[src/rtl/simd_agg_ctrl.sv]
// Control stage around the external 16-lane SIMD add/sub datapath: streams neighbour
// vectors through the adder into a lane-wise accumulator and emits one result per node.
module simd_agg_ctrl #(
  parameter int unsigned LANES = 16,
  parameter int unsigned LW    = 8,
  parameter int unsigned DW    = 128,
  parameter int unsigned CW    = 8
) (
  input  logic          clk,
  input  logic          rst,
  input  logic          in_valid,
  output logic          in_ready,
  input  logic [DW-1:0] in_data,
  input  logic          in_sub,
  input  logic          in_last,
  output logic [DW-1:0] add_a,
  output logic [DW-1:0] add_b,
  output logic          add_sub,
  input  logic [DW-1:0] add_cout,
  output logic          out_valid,
  input  logic          out_ready,
  output logic [DW-1:0] out_data,
  output logic [CW-1:0] out_count
);

  typedef enum logic [1:0] {
    IDLE = 2'd0,
    ACC  = 2'd1,
    HOLD = 2'd2
  } state_t;

  state_t                    state_q, state_d;
  logic [LANES-1:0][LW-1:0]  acc_q, acc_d;
  logic [CW-1:0]             cnt_q, cnt_d;
  logic                      out_valid_q, out_valid_d;
  logic [LANES-1:0][LW-1:0]  out_data_q, out_data_d;
  logic [CW-1:0]             out_count_q, out_count_d;

  logic          fresh;
  logic          accept;
  logic [CW-1:0] next_cnt;

  function automatic logic [CW-1:0] sat_inc(input logic [CW-1:0] c);
    return (&c) ? c : c + 1'b1;
  endfunction

  always_comb begin
    state_d     = state_q;
    acc_d       = acc_q;
    cnt_d       = cnt_q;
    out_valid_d = out_valid_q;
    out_data_d  = out_data_q;
    out_count_d = out_count_q;

    // A beat starts a new node whenever no partial sum is held (IDLE or HOLD).
    fresh    = (state_q != ACC);
    in_ready = (state_q != HOLD) | out_ready;
    accept   = in_valid & in_ready;
    next_cnt = fresh ? CW'(1) : sat_inc(cnt_q);

    add_a   = fresh ? '0 : acc_q;
    add_b   = in_data;
    add_sub = in_sub;

    if (out_valid_q && out_ready) begin
      out_valid_d = 1'b0;
      state_d     = IDLE;
    end

    if (accept) begin
      if (in_last) begin
        out_data_d  = add_cout;
        out_count_d = next_cnt;
        out_valid_d = 1'b1;
        state_d     = HOLD;
        acc_d       = '0;
        cnt_d       = '0;
      end else begin
        acc_d   = add_cout;
        cnt_d   = next_cnt;
        state_d = ACC;
      end
    end
  end

  always_ff @(posedge clk) begin
    if (rst) begin
      state_q     <= IDLE;
      acc_q       <= '0;
      cnt_q       <= '0;
      out_valid_q <= 1'b0;
      out_data_q  <= '0;
      out_count_q <= '0;
    end else begin
      state_q     <= state_d;
      acc_q       <= acc_d;
      cnt_q       <= cnt_d;
      out_valid_q <= out_valid_d;
      out_data_q  <= out_data_d;
      out_count_q <= out_count_d;
    end
  end

  assign out_valid = out_valid_q;
  assign out_data  = out_data_q;
  assign out_count = out_count_q;

endmodule
[config.mk]
export PLATFORM = sky130hd
export DESIGN_NAME = simd_agg_ctrl
export DESIGN_NICKNAME = d
export VERILOG_FILES = /design/src/rtl/simd_agg_ctrl.sv
export SDC_FILE = /design/constraint.sdc
export NUM_CORES = 1
export LEC_CHECK = 0
export CAP_MARGIN = 20
export CELL_PAD_IN_SITES_DETAIL_PLACEMENT = 1
export CELL_PAD_IN_SITES_GLOBAL_PLACEMENT = 1
export CORE_AREA = 2 2 255 257
export CTS_CLUSTER_DIAMETER = 100
export CTS_CLUSTER_SIZE = 16
export DETAILED_ROUTE_END_ITERATION = 8
export DIE_AREA = 0 0 257 259
export HOLD_SLACK_MARGIN = 0.02
export PLACE_DENSITY = 0.63
export SETUP_SLACK_MARGIN = 0.05
export SLEW_MARGIN = 20
export SYNTH_ARGS = -nofsm -noshare
export SYNTH_HDL_FRONTEND = slang
export SYNTH_SLANG_ARGS = --single-unit
[constraint.sdc]
create_clock -name clk -period 4.78 [get_ports clk]
set_input_delay 0.717 -clock clk [delete_from_list [all_inputs] [get_ports clk]]
set_output_delay 0.717 -clock clk [all_outputs]
set_load 0.01 [all_outputs]
==> impl_results.md <==
* Status: finished clean
* Min Tclk post-route at 3.40 ns
* Sequential share of the synthesized area at 45.3%
* Clock power frac at 36.6%
* Synthesis-to-layout area growth at 34.2%
* Reg2reg setup slack at 2.54 ns
* Switching Fraction at 27.2%
* Violation count after the first detailed-route iteration at 466
* Vias in the first global route at 11500
* # DRC at 0
* Worst-Margin Slew at 0.958 ns
* RSZ-0062 raised after global routing: false
* GPL Wtd Cong at 0.756
* Req. time, crit path at 4.06 ns
* Critical Path Source: state_q[0]
* CP Capture Type: output pin
* R2r startpoint: state_q[1]
* CP max-delay cell: buf_4
* Post-Route Setup TNS at 0 ns
* Total gr overflow at 0
* # nets final at 1943
* Peak Freq at 0.294 GHz
* Post-synth top area share at 45.3%
* Most frequent cells in the layout: clkdlybuf4s50_1 (396), nand2_1 (388), dfxtp_1 (275)
* CTS max path bufs at 3
* Initial antenna violation count at 3
* Kind of critical path: reg2out
* Routed wire length at 45700 um
* Root Driver: clkbuf_16
* Slew HR at 36.1%
* Power Internal at 3.56 mW
* EDFF count, synth at 0
* Main synth FF type: dfxtp_1
* Ant diodes at 0
* Reg power frac at 49.8%
* Wire length of the first global-routing pass at 69600 um
* Wirelength per Cell at 18.0 um
* Power per Cell Area at 300 nW/um2
* CTS clock-pin slew for the worst setup and hold paths at 0.08 ns
* Comb pwr share at 13.7%
* Die height at 259 um
* Area contributors post-synth: dfxtp_1 (45%), nand2_1 (12%), a21oi_1 (11%), buf_4 (8.2%), nand3b_1 (8.0%)
* Commonest non-fill, non-tap cell in the layout: clkdlybuf4s50_1
* Synth warn at 0
* CTS resizes at 0
* Die area at 66600 um2
* Post-DP HPWL at 30600 um
* Core ar. at 63900 um2
* Die X at 257 um
* Hold-critical path depth at 2
* Hold Startpoint: acc_q[85]
* Hold Violations, Final at 0
* WHS Endpoint: acc_q[85]
* Inst Count DP at 2511
* Vias at 10700
* Final Cycle Share at 71.2%
* Mapped Avg Cell Area at 8.13 um2
* Leakage at 5.44 nW
* # IOs at 657
* CTS H-tree lvls at 1
* Worst R2R End: acc_q[62]
* Largest area contributor in the netlist: dfxtp_1
* Synth Instances at 1495
* Num CTS Buffers at 22
* Total power at 4.90 mW
* Final setup vio count at 0
* TritonCTS clock tree: done
* Layout cells sized above 1 at 2.97%
* Worst-Skew Late Latency at 0.54 ns
* DR vias/cell at 4.21
* Port Buffer Count at 398
* Yosys reg bits at 275
* Pin count of the biggest net entering global routing at 143
* Synth cell types at 38
* Synthesized Nets at 1758
* Clk sinks at 275
* Row count at 93
* Total GRT Usage at 13.2%
* Critical path, cell by cell: nor2b_4 -> buf_4 -> and2_1 -> clkdlybuf4s50_1
* CP max FO at 82
* Max-slew violations at 0
* HP Class: reg2reg
* Postcts setup bufs at 0
* DR pass1 iterations at 4
* Async SR Flop Fraction at 0%
* Max-cap violations at 0
* FF-to-FF path depth at 5
* Critical path arrival at 2.69 ns
* Hold_buf cts at 0
* Post-Route Utilization at 25.5%
* Peak supply drop at 202 uV
* Synthesized cell area at 12200 um2
* Detail Route Antenna Nets at 0
* Worst Skew at 0.0126 ns
* Fin cells at 2539
* NetSw at 1.33 mW
* Startpoint types: flop
* CP max stage delay at 0.61 ns
* Starting density of the core at 19.0%
[cell type report]
class,instances,area [um2]
clock buffer,24,579
clock inverter,4,38.8
fill,7468,47600
inverter,2,7.51
multi-input combinational,970,4980
sequential,275,5510
tap,855,1070
timing repair buffer,409,4130
[logic make-up (layout without fill, tap and decap cells)]
family | count (synthesis) | after routing | synth area share, %
adders and majority gates | 1 | 1 | 0.103
buffers and inverters | 250 | 439 | 13.9
DFF | 275 | 275 | 45.3
muxes | 1 | 1 | 0.0823
and+or+nand+nor | 680 | 680 | 28.2
AOI/OAI and AO/OA | 287 | 287 | 12.3
xor gates and xnor gates | 1 | 1 | 0.0721
[cell usage after synthesis (2+ instances only)]
cell type,number
buf_2,19
a31oi_1,2
nand2_1,390
clkbuf_1,65
o2bb2ai_1,3
buf_6,31
a32o_1,3
and3_1,2
o21ai_0,9
nand3_1,9
buf_4,133
nand2b_1,3
and2_1,131
nor4_1,2
dfxtp_1,275
a21oi_1,262
a22o_1,2
nor2_1,6
nand3b_1,129
[power groups by stage]
stage                     combinational, mW  sequential (mW)  clock, mW
after global routing                  0.736             2.45       1.96
after detailed placement              0.685             2.49          0
after floorplan                       0.415             2.50          0
final                                 0.670             2.44       1.79
after global placement                0.674             2.49          0
after CTS                             0.689             2.44       1.89
[worst max-delay path: cells and delay by family, from the launching register on]
kind	cells	cell delay, ns
buffers and inverters	2	1.17
flip-flops	1	0.40
AND/OR/NAND/NOR	2	0.47
[layer usage]
| layer | vias to the layer above | track usage, % | share of wire, % |
|---|---|---|---|
| li1 | 5090 | - | - |
| met4 | 4 | 4.31 | 3.5 |
| met1 | 5163 | 15.2 | 41 |
| met2 | 342 | 23.1 | 48 |
| met3 | 96 | 4.24 | 7.1 |
| met5 | - | 0 | 0.059 |
[registers in the layout, summed over array words and instances (netlist names)]
signal,count
out_count,8
state_q,2
out_data,128
acc_q,128
cnt_q,8
out_valid,1
[worst max path at each step]
stage,to,slack (ns),cells after the start
after floorplan,add_a[100],2.73,5
after global placement,acc_q[42],1.85,6
after detailed placement,acc_q[24],1.76,6
after CTS,add_a[95],1.28,4
after global routing,add_a[43],1.16,4
final,add_a[95],1.38,4
[metrics by stage]
stage,hold WS [ns],setup slack [ns],instance area [um2]
5_1_grt,0.468,1.16,16300
3_3_place_gp,0.433,1.85,15700
3_5_place_dp,0.440,1.76,15700
4_1_cts,0.449,1.28,16300
6_report,0.446,1.38,16300
2_1_floorplan,0.427,2.73,12200
(Power assumes the default switching activity.)
